### src/rtl/mem_access_pkg.sv
// Shared op codes, FSM states and alignment/lane helpers for the MEM-stage access unit.
// Pure declarations; no logic, latency or backpressure of its own.
package mem_access_pkg;

  localparam logic [3:0] OP_LB  = 4'd0;
  localparam logic [3:0] OP_LH  = 4'd1;
  localparam logic [3:0] OP_LW  = 4'd2;
  localparam logic [3:0] OP_LBU = 4'd4;
  localparam logic [3:0] OP_LHU = 4'd5;
  localparam logic [3:0] OP_SB  = 4'd8;
  localparam logic [3:0] OP_SH  = 4'd9;
  localparam logic [3:0] OP_SW  = 4'd10;

  typedef enum logic {
    ST_IDLE  = 1'b0,
    ST_MERGE = 1'b1
  } state_t;

  function automatic logic is_store(input logic [3:0] op);
    return op[3];
  endfunction

  function automatic logic is_known_op(input logic [3:0] op);
    case (op)
      OP_LB, OP_LH, OP_LW, OP_LBU, OP_LHU, OP_SB, OP_SH, OP_SW: return 1'b1;
      default: return 1'b0;
    endcase
  endfunction

  // op[1:0] encodes access size for every known op: 0 byte, 1 half, 2 word
  function automatic logic is_aligned(input logic [1:0] size, input logic [1:0] a);
    case (size)
      2'd1:    return a[0] == 1'b0;
      2'd2:    return a == 2'b00;
      default: return 1'b1;
    endcase
  endfunction

  function automatic logic [4:0] lane_shift(input logic [1:0] size, input logic [1:0] a);
    case (size)
      2'd0:    return {a, 3'b000};
      2'd1:    return {a[1], 4'b0000};
      default: return 5'd0;
    endcase
  endfunction

endpackage

### src/rtl/lane_extract.sv
// Selects the addressed byte/halfword lane of a memory word and sign/zero extends it.
// Combinational, zero latency; no flow control.
module lane_extract
  import mem_access_pkg::*;
(
  input  logic [31:0] word,
  input  logic [1:0]  addr_lo,
  input  logic [2:0]  op,
  output logic [31:0] data
);

  logic [31:0] shifted;

  assign shifted = word >> lane_shift(op[1:0], addr_lo);

  // op[2] set means unsigned (LBU/LHU)
  always_comb begin
    case (op[1:0])
      2'd0:    data = op[2] ? {24'd0, shifted[7:0]}  : {{24{shifted[7]}}, shifted[7:0]};
      2'd1:    data = op[2] ? {16'd0, shifted[15:0]} : {{16{shifted[15]}}, shifted[15:0]};
      default: data = word;
    endcase
  end

endmodule

### src/rtl/mem_access_unit.sv
// MEM-stage data-memory initiator: loads with extension, SW direct, SB/SH as read-modify-write.
// Loads 1 cycle, SB/SH 2 cycles holding the pipeline via req_stall; misaligned ops are blocked.
module mem_access_unit
  import mem_access_pkg::*;
(
  input  logic        clk,
  input  logic        reset,
  input  logic        req_valid,
  input  logic [3:0]  req_op,
  input  logic [31:0] req_addr,
  input  logic [31:0] req_wdata,
  output logic        req_stall,
  output logic        ld_valid,
  output logic [31:0] ld_data,
  output logic        misalign,
  output logic [31:0] bad_addr,
  output logic [31:0] dm_addr,
  output logic [31:0] dm_wdata,
  output logic        dm_we,
  output logic        dm_re,
  input  logic [31:0] dm_rdata
);

  state_t      state_q, state_d;
  logic [31:0] merge_q, addr_q;
  logic [31:0] ld_ext, merged, lane_mask;
  logic [4:0]  merge_sh;
  logic        ld_fire, mis_fire, capture;

  lane_extract u_lane_extract (
    .word    (dm_rdata),
    .addr_lo (req_addr[1:0]),
    .op      (req_op[2:0]),
    .data    (ld_ext)
  );

  // req_op is held stable through MERGE, so its size still selects the lane
  assign merge_sh  = lane_shift(req_op[1:0], addr_q[1:0]);
  assign lane_mask = req_op[0] ? 32'h0000_FFFF : 32'h0000_00FF;
  assign merged    = (merge_q & ~(lane_mask << merge_sh)) | ((req_wdata & lane_mask) << merge_sh);

  always_comb begin
    state_d   = state_q;
    dm_addr   = req_addr;
    dm_wdata  = req_wdata;
    dm_we     = 1'b0;
    dm_re     = 1'b0;
    req_stall = 1'b0;
    ld_fire   = 1'b0;
    mis_fire  = 1'b0;
    capture   = 1'b0;
    case (state_q)
      ST_IDLE: begin
        if (req_valid && is_known_op(req_op)) begin
          if (!is_aligned(req_op[1:0], req_addr[1:0])) begin
            mis_fire = 1'b1;
          end else if (!is_store(req_op)) begin
            dm_re   = 1'b1;
            ld_fire = 1'b1;
          end else if (req_op == OP_SW) begin
            dm_we = 1'b1;
          end else begin
            dm_re     = 1'b1;
            req_stall = 1'b1;
            capture   = 1'b1;
            state_d   = ST_MERGE;
          end
        end
      end
      ST_MERGE: begin
        dm_addr  = addr_q;
        dm_wdata = merged;
        dm_we    = 1'b1;
        state_d  = ST_IDLE;
      end
      default: state_d = ST_IDLE;
    endcase
    // Keep the memory port quiet while reset is held, even mid-merge
    if (!reset) begin
      dm_we     = 1'b0;
      dm_re     = 1'b0;
      req_stall = 1'b0;
    end
  end

  always_ff @(posedge clk or negedge reset) begin
    if (!reset) begin
      state_q  <= ST_IDLE;
      ld_valid <= 1'b0;
      ld_data  <= 32'd0;
      misalign <= 1'b0;
      bad_addr <= 32'd0;
      merge_q  <= 32'd0;
      addr_q   <= 32'd0;
    end else begin
      state_q  <= state_d;
      ld_valid <= ld_fire;
      misalign <= mis_fire;
      if (ld_fire)  ld_data  <= ld_ext;
      if (mis_fire) bad_addr <= req_addr;
      if (capture) begin
        merge_q <= dm_rdata;
        addr_q  <= req_addr;
      end
    end
  end

endmodule
### config.mk
export PLATFORM = sky130hd
export DESIGN_NAME = mem_access_unit
export DESIGN_NICKNAME = d
export VERILOG_FILES = /design/src/rtl/mem_access_pkg.sv /design/src/rtl/lane_extract.sv /design/src/rtl/mem_access_unit.sv
export SDC_FILE = /design/constraint.sdc
export NUM_CORES = 1
export LEC_CHECK = 0
export CAP_MARGIN = 20
export CORE_MARGIN = 2
export CORE_UTILIZATION = 46
export CTS_BUF_LIST = sky130_fd_sc_hd__clkbuf_16
export CTS_CLUSTER_SIZE = 12
export DETAILED_ROUTE_END_ITERATION = 7
export PLACE_DENSITY = 0.81
export SETUP_SLACK_MARGIN = 0.4
export SYNTH_ARGS = -nofsm -noshare
export SYNTH_HDL_FRONTEND = slang
export SYNTH_SLANG_ARGS = --single-unit
### constraint.sdc
create_clock -name clk -period 6 [get_ports clk]
set_input_delay 1.8 -clock clk [delete_from_list [all_inputs] [get_ports clk]]
set_output_delay 1.8 -clock clk [all_outputs]
set_load 0.1 [all_outputs]
[Word level (Yosys, flattened, before mapping)]
Memory sizes are Yosys's and may differ from the RTL's.
Cells that the tools add are included.
Storage, ports and cells
  register bits: 131
  ROM bits: 16
  input bits: 103
  output and inout bits: 133
  word-level logic and storage cells: 60
  memories: 1
Memory list
  (name not given): words 16, width 1, rd ports 1, clocked after memory_dff 0, wr ports 0, line mem_access_pkg.sv:24  | case (op)
Operators by class
  equality and inequality tests: 3
  shift operators: 3
  multiplexer cells: 37
  bitwise operators: 6
  reduce and logical (&&, ||, !) cells: 3
Operator list (number)
  $mux W32: 4
  $pmux W32 S2: 1
  $and A32 B16 Y32: 1
  $and A32 B32 Y32: 1
  $not A32 Y32: 1
  $or A32 B32 Y32: 1
  $shl A16 B5 Y32: 1
  $shl A32 B5 Y32: 1
  $shr A32 B5 Y16: 1
  $mux W1: 26
  $pmux W5 S2: 2
  $mux W16: 1
  $pmux W1 S2: 3
  $eq A4 B4 Y1 const B: 1
  $logic_not A2 Y1: 2
  $eq A2 B1 Y1 const B: 1
  $eq A2 B2 Y1 const B: 1
  $not A1 Y1: 2
  $logic_and A1 B1 Y1: 1

[Logic depth before layout (Yosys ltp)]
Gate-level depths: netlist (run 1).
An unclocked memory read counts as a cell.
  word-level depth: 9
  gate-level depth with buffers: 10
  mapped depth without buffers: 7

[Hierarchy]
From an unflattened synthesis (run 1), not the netlist that was laid out.
Unflattened totals
  cells, all modules: 613
  area total of the unflattened synthesis: 7045.5 sq um
Modules (own cells, without submodules)
  mem_access_unit: times used 1, cells each 483, area each 6372.4 sq um, sequential area each 3278.1 sq um
  lane_extract: times used 1, cells each 130, area each 673.1 sq um, sequential area each 0.0 sq um

[Worst setup path after synthesis (run 1)]
OpenSTA, ideal clock, no wires.
  path type: input port to output port
  start point: input req_op[0]
  end point: output dm_wdata[22]
  arrival time: 5.011 ns
  required time: 4.200 ns
  setup slack: -0.811 ns
  stages: 9
  buffers on the path: 4
  cell sequence: clkbuf_1 > inv_1 > ha_1 > clkbuf_1 > clkbuf_1 > o21ai_2 > clkbuf_1 > a32oi_1 > o221ai_1
On the way
  word-level cells in the longest chain between the ends: 7
  elaborated cells between the ends (all ways): 11
  classes of those cells: eq/ne: 1; shift: 2; mux: 3; bitwise: 4; reduce/logical: 1
RTL lines
  from (decl): line mem_access_unit.sv:9  | input logic [3:0] req_op,
  $eq A2 B1 Y1 / $logic_not A2 Y1 (equally long branches): line mem_access_pkg.sv:40  | case (size)
  $pmux W5 S2: line mem_access_pkg.sv:40
  $shl A16 B5 Y32: line mem_access_unit.sv:40  | assign merged = (merge_q & ~(lane_mask << merge_sh)) | ((req_wdata & lane_mask) << merge_sh);
  $not A32 Y32: line mem_access_unit.sv:40
  $and A32 B32 Y32: line mem_access_unit.sv:40
  $or A32 B32 Y32 (*): line mem_access_unit.sv:40
  $mux W32 (*): line mem_access_unit.sv:52  | case (state_q)
  to (decl): line mem_access_unit.sv:18  | output logic [31:0] dm_wdata,
Every way passes the cells marked *; elsewhere a longest branch is shown, timed or not.

[Worst setup path in the final report (run 1)]
  start point: input req_op[0]
  end point: output dm_wdata[25]
Same word-level chain as after synthesis.

==> results of run 1 <==
## worst max path at each step
stage,startpoint,end,slack [ps],cells after the start
6_report,req_op[0],dm_wdata[25],360,9
5_1_grt,req_op[0],dm_wdata[25],280,9
4_1_cts,req_op[0],dm_wdata[5],490,8
3_5_place_dp,req_op[1],dm_wdata[12],30,8
3_3_place_gp,req_op[1],dm_wdata[11],150,8
2_1_floorplan,req_op[0],dm_re,330,7
## flip-flops by register name (all words and copies together) (netlist names)
signal / count
misalign: 1
bad_addr: 32
addr_q: 32
ld_valid: 1
state_q: 1
ld_data: 32
merge_q: 32
## critical path, stage by stage
cell	delay, ps
dlygate4sd2_1	330
inv_1	100
ha_2	260
buf_4	190
and3_1	160
a31oi_1	400
a2bb2oi_2	310
a21oi_4	100
buf_12	190
## what timing repair did
item | 4_1_cts | 5_1_grt
setup buffers | 4 | 0
gates cloned | 2 | 0
endpoints found under the setup margin | 35 | 5
gates resized for setup | 29 | 3
## power by group
group,total (mW),switching [mW],internal (mW),leakage (nW)
clock,1.02,0.379,0.640,0.289
combinational,2.32,1.68,0.646,2.69
sequential,1.34,0.182,1.16,1.57
total,4.68,2.24,2.45,4.55
## layout by cell type, fill, tap and decap left out, drive strengths merged, types with 5 or more instances in the layout
cell type	n
clkdlybuf4s50	165
mux2	143
dfrtp	131
buf	91
a21oi	34
nand2	33
a31oi	28
nor2	24
mux2i	18
clkbuf	17
a2bb2oi	17
inv	17
and3	15
o21ai	15
o221ai	11
nand4b	8
o211ai	8
o2bb2ai	8
a32oi	8
a221oi	7
clkinv	7
a211oi	5
## cells by family after synthesis
family	count (synthesis)	share of synthesized area [%]
adder cells (fa/ha/maj)	4	0.716
multiplexers	161	25.6
buffers and inverters	63	4.40
flip-flops	131	46.9
AND/OR/NAND/NOR	93	6.76
AO/OA/AOI/OAI	151	15.6
## metrics by stage
stage | cells | power [mW] | cell area, um^2 | hold slack [ps] | worst slack (ps)
floorplan | 603 | 2.99 | 7360 | 452 | 331
global placement | 995 | 3.56 | 10100 | 462 | 146
detailed placement | 995 | 3.62 | 10100 | 471 | 27.8
CTS | 1032 | 4.69 | 10900 | 485 | 485
global route | 1033 | 4.83 | 10900 | 503 | 281
finish | 1034 | 4.68 | 10900 | 481 | 364
## area by class of cell
| cell class | instances | area share, % |
|---|---|---|
| antenna | 2 | 0.0458 |
| clock buffer | 17 | 3.89 |
| clock inverter | 14 | 1.35 |
| inverter | 14 | 0.492 |
| multi-input combinational | 409 | 35.8 |
| sequential | 131 | 30.0 |
| tap | 188 | 2.15 |
| timing repair buffer | 259 | 26.2 |
## layer usage
layer	track usage (%)	share of wire [%]	routed length, um	vias up
met5	0	0.043	10	-
met4	13.2	3.9	920	2
met3	9.17	8.8	2050	69
met2	48.7	50	11600	365
met1	33.1	38	8770	3122
li1	-	-	-	2739
==> out/qor.yml, run 1 <==
grt.total_usage_pct: 28.7
synth_enable_flop_cells: 0
syn_nets: 710
clock_skew_ps: 3.77
overflow: 0
num_io_pins: 236
status: "finished, final reports clean"
die_h_um: 127
synth_ff_type: "dfrtp_1"
peakVddDrop_uv: 362
multi_input_area_um2: 3920
fillers: 974
worstPathMaxFanout: 8
reg2reg_from: "state_q$_DFF_PN0_"
cts.path.max_buffers: 2
clkSlewWorstSetupHoldPaths_ps: 60
post-synth-top-count-cell: "dfrtp_1"
route.vias.total: 6297
hold_depth: 1
tritoncts: "yes"
hp-class: "flop to flop"
initial_core_util_pct: 46.5
reg2reg_depth: 5
yosysTopAreaCell: "dfrtp_1"
ys_warn_count: 0
ys_seq_area_share_pct: 46.9
period_share_pct: 93.9
syn_inst: 603
r2r_setup_slack_ps: 3340
synth_area_per_cell_um2: 11.6
dpl.hpwl_um: 16300
synth_area_leaders: "dfrtp_1 47%, mux2_1 17%, mux2_2 5.6%, mux2i_1 2.6%, a31oi_1 2.4%"
totalWireLength_um: 23300
gp_congestion: 0.876
power-per-cell-area_nw_per_um2: 429
async_flop_share_pct: 100
r2r-end: "merge_q[1]$_DFFE_PN0P_"
setup.worst_path.end_class: "output port"
wl_per_cell_um: 22.6
fmax_ghz: 0.177
cts_root_buf: "clkbuf_16"
grt_max_degree: 66
dieWidth_um: 127
crit_arrival_ps: 3840
syn_area_um2: 6990
core_um2: 15000
drc_errors: 0
netlist_top_cells_count: "131 x dfrtp_1, 108 x mux2_1, 35 x mux2_2"
p_leak_nw: 4.55
yosysTopAreaCellShare_pct: 46.9
seqCellArea_um2: 3280
min_to: "addr_q[12]$_DFFE_PN0P_"
min_period_ps: 5640
clock-sinks: 131
drv_slew: 0
fin_setup_tns_ps: 0
die-area_um2: 16200
io_buffers: 235
tightest_slew_ps: 1060
area_growth_pct: 56.3
synth-seq-cells: 131
setup_violations: 0
rows: 45
cp-start-kind: "primary input"
drv_cap: 0
vias_per_cell: 6.09
cp_data_required_time_ps: 4200
hold_viol_final: 0
grt_pass1_vias: 6547
drtPass1Iterations: 5
rsz0062_at_grt: "false"
grt_pass1_wl_um: 35800
relSlewSlack_pct: 29.1
clk_latency_ps: 430
drive_above_1_share_pct: 26.5
cts_hold_buffers: 0
critPathKind: "primary input to output port"
ys_types: 46
antenna_found_initial: 3
drtIter0Drc: 413
min_from: "addr_q[12]$_DFFE_PN0P_"
finalNetCount: 939
final_core_util_pct: 72.7
ant_nets: 0
numCtsBuffers: 17
htree_levels: 4
Power figures use the tool's default switching activity.
==> run 2: changes to the inputs <==
--- a/config.mk
+++ b/config.mk
@@ -6,7 +6,7 @@
 export NUM_CORES = 1
 export LEC_CHECK = 0
 export CAP_MARGIN = 20
-export CORE_MARGIN = 2
+export CORE_MARGIN = 8
 export CORE_UTILIZATION = 46
 export CTS_BUF_LIST = sky130_fd_sc_hd__clkbuf_16
 export CTS_CLUSTER_SIZE = 12
==> run 2 against run 1 <==
  * Design area increased by 1.5%
  * First-iteration DRC count increased by 30%
  * Register-to-register slack improved by 160 ps
  * Sequential share of layout area decreased by 0.44 points
  * Worst setup slack improved by 83 ps
  * Highest routed layer unchanged
  * Critical endpoint is now dm_wdata[24]
  * Largest cell class unchanged
  * Clock power increased by 6%
  * Via count about the same
  * Utilization increased by 1.1 points
==> out/qor.yml, run 2 (synthesized netlist as in run 1, its figures left out) <==
setup.worst_path.end_class: "output port"  # unchanged
cp_data_required_time_ps: 4200  # about the same
wl_met1_um: 9270  # was 8770 um
htree_levels: 4  # unchanged
ant_nets: 0  # unchanged
wl_met2_um: 12000  # was 11600 um
rsz0062_at_grt: "false"  # unchanged
fmax_ghz: 0.180  # was 0.177 GHz
worst_slack_ps: 447  # was 364 ps
status: "finished, final reports clean"  # unchanged
dp.cells: 992  # was 995
min_from: "addr_q[2]$_DFFE_PN0P_"  # was addr_q[12]$_DFFE_PN0P_
numCtsBuffers: 17  # unchanged
route.vias.total: 6295  # was 6297
wl_per_cell_um: 24.1  # was 22.6 um
r2r_setup_slack_ps: 3500  # was 3340 ps
finalNetCount: 936  # was 939
tritoncts: "yes"  # unchanged
cp-start-kind: "primary input"  # unchanged
grt.total_usage_pct: 25.5  # was 28.7%
die-area_um2: 19400  # was 16200 um^2
routed-wl-met3_um: 2390  # was 2050 um
clock-sinks: 131  # unchanged
tightest_slew_ps: 1090  # was 1060 ps
drtPass1Iterations: 6  # was 5
hold_viol_final: 0  # unchanged
worstSetupEndpoint: "dm_wdata[24]"  # was dm_wdata[25]
reg2reg_from: "state_q$_DFF_PN0_"  # unchanged
cts_root_buf: "clkbuf_16"  # unchanged
grt_pass1_vias: 6928  # was 6547
grt_pass1_wl_um: 39000  # was 35800 um
drtIter0Drc: 536  # was 413
design_area_um2: 11100  # was 10900 um^2
critPathKind: "primary input to output port"  # unchanged
p_int_mw: 2.51  # was 2.45 mW
num_io_pins: 236  # unchanged
hp-class: "flop to flop"  # unchanged
r2r-end: "ld_data[4]$_DFFE_PN0P_"  # was merge_q[1]$_DFFE_PN0P_
cts.path.max_buffers: 2  # unchanged
comb_power_share_pct: 49.4  # was 49.6%
drive_above_1_share_pct: 26.9  # was 26.5%
layout.cells.most_common: "clkdlybuf4s50_1"  # unchanged
pwr-share-seq_pct: 27.9  # was 28.6%
final_cell_mix: "165 x clkdlybuf4s50_1, 130 x dfrtp_1, 100 x mux2_1"  # unchanged
fin_setup_tns_ps: 0  # unchanged
clkSlewWorstSetupHoldPaths_ps: 50  # was 60 ps
crit_arrival_ps: 3750  # was 3840 ps
drv_slew: 0  # unchanged
clk_latency_ps: 410  # was 430 ps
power-per-cell-area_nw_per_um2: 431  # was 429 nW/um^2
p_leak_nw: 4.61  # was 4.55 nW
dieWidth_um: 139  # was 127 um
worstPathMaxFanout: 12  # was 8
peakVddDrop_uv: 362  # about the same
area_growth_pct: 58.7  # was 56.3%
initial_core_util_pct: 46.5  # unchanged
die_h_um: 139  # was 127 um
final_core_util_pct: 73.8  # was 72.7%
dpl.hpwl_um: 17600  # was 16300 um
diodes: 0  # was 2
totalPowerFinal_mw: 4.78  # was 4.68 mW
setup_violations: 0  # unchanged
cts_hold_buffers: 0  # unchanged
reg2reg_depth: 6  # was 5
dp_worst_setup_slack_ps: 35.5  # was 27.8 ps
grt_max_degree: 73  # was 66
io_buffers: 235  # unchanged
gp_congestion: 0.895  # was 0.876
period_share_pct: 92.5  # was 93.9%
drc_errors: 0  # unchanged
core_um2: 15000  # unchanged
crit_path_start: "req_op[0]"  # unchanged
rows: 45  # unchanged
place_area_um2: 10100  # about the same
vias_per_cell: 6.12  # was 6.09
relSlewSlack_pct: 27.3  # was 29.1%
switching_power_mw: 2.26  # was 2.24 mW
top_layer_used: "met5"  # unchanged
min_period_ps: 5550  # was 5640 ps
clock_skew_ps: 3.70  # was 3.77 ps
antenna_found_initial: 2  # was 3
overflow: 0  # unchanged
totalWireLength_um: 24800  # was 23300 um
finalHoldWorstSlack_ps: 479  # was 481 ps
clkPwrFrac_pct: 22.6  # was 21.8%
swShare_pct: 47.4  # was 47.8%
drv_cap: 0  # unchanged
stdcell_count: 1029  # was 1034
-- run 2: cell type report --
class	count	area (um^2)
Clock buffer	17	425
Clock inverter	14	185
Fill cell	936	3940
Inverter	14	53.8
Multi-Input combinational cell	409	3970
Sequential cell	131	3280
Tap cell	188	235
Timing Repair Buffer	256	2950
-- run 2: timing repair --
action | 4_1_cts | 5_1_grt
endpoints found under the setup margin | 35 | 0
setup buffers | 3 | 0
gates resized for setup | 43 | 0
-- run 2: worst min-delay path by stage --
stage                                          to  slack [ps]  cells after the start
final                       addr_q[2]$_DFFE_PN0P_         480                      1
after CTS                   addr_q[2]$_DFFE_PN0P_         490                      1
after global placement     addr_q[31]$_DFFE_PN0P_         460                      1
after global routing      bad_addr[8]$_DFFE_PN0P_         490                      1
after detailed placement   addr_q[19]$_DFFE_PN0P_         470                      1
after floorplan            addr_q[10]$_DFFE_PN0P_         450                      1
-- run 2: per-layer routing --
metal | track usage, % | vias up
li1 | - | 2738
met1 | 28.5 | 3107
met2 | 42.3 | 360
met3 | 8.99 | 86
met4 | 12.9 | 4
met5 | 0 | -
-- run 2: worst max-delay path, cell delays in order --
cell and delay [ps]:
dlygate4sd2_1 300, buf_12 170, ha_1 220, buf_6 160
o21ai_4 250, bufbuf_16 330, a2bb2oi_2 230, a21oi_4 90
buf_12 200
-- run 2: power groups by stage --
stage               Clock [mW]  Combinational [mW]  Sequential (mW)
global route              1.14                2.44             1.37
floorplan                    0               0.711             2.28
CTS                       1.10                2.36             1.33
global placement             0                2.26             1.32
detailed placement           0                2.29             1.33
finish                    1.08                2.36             1.34
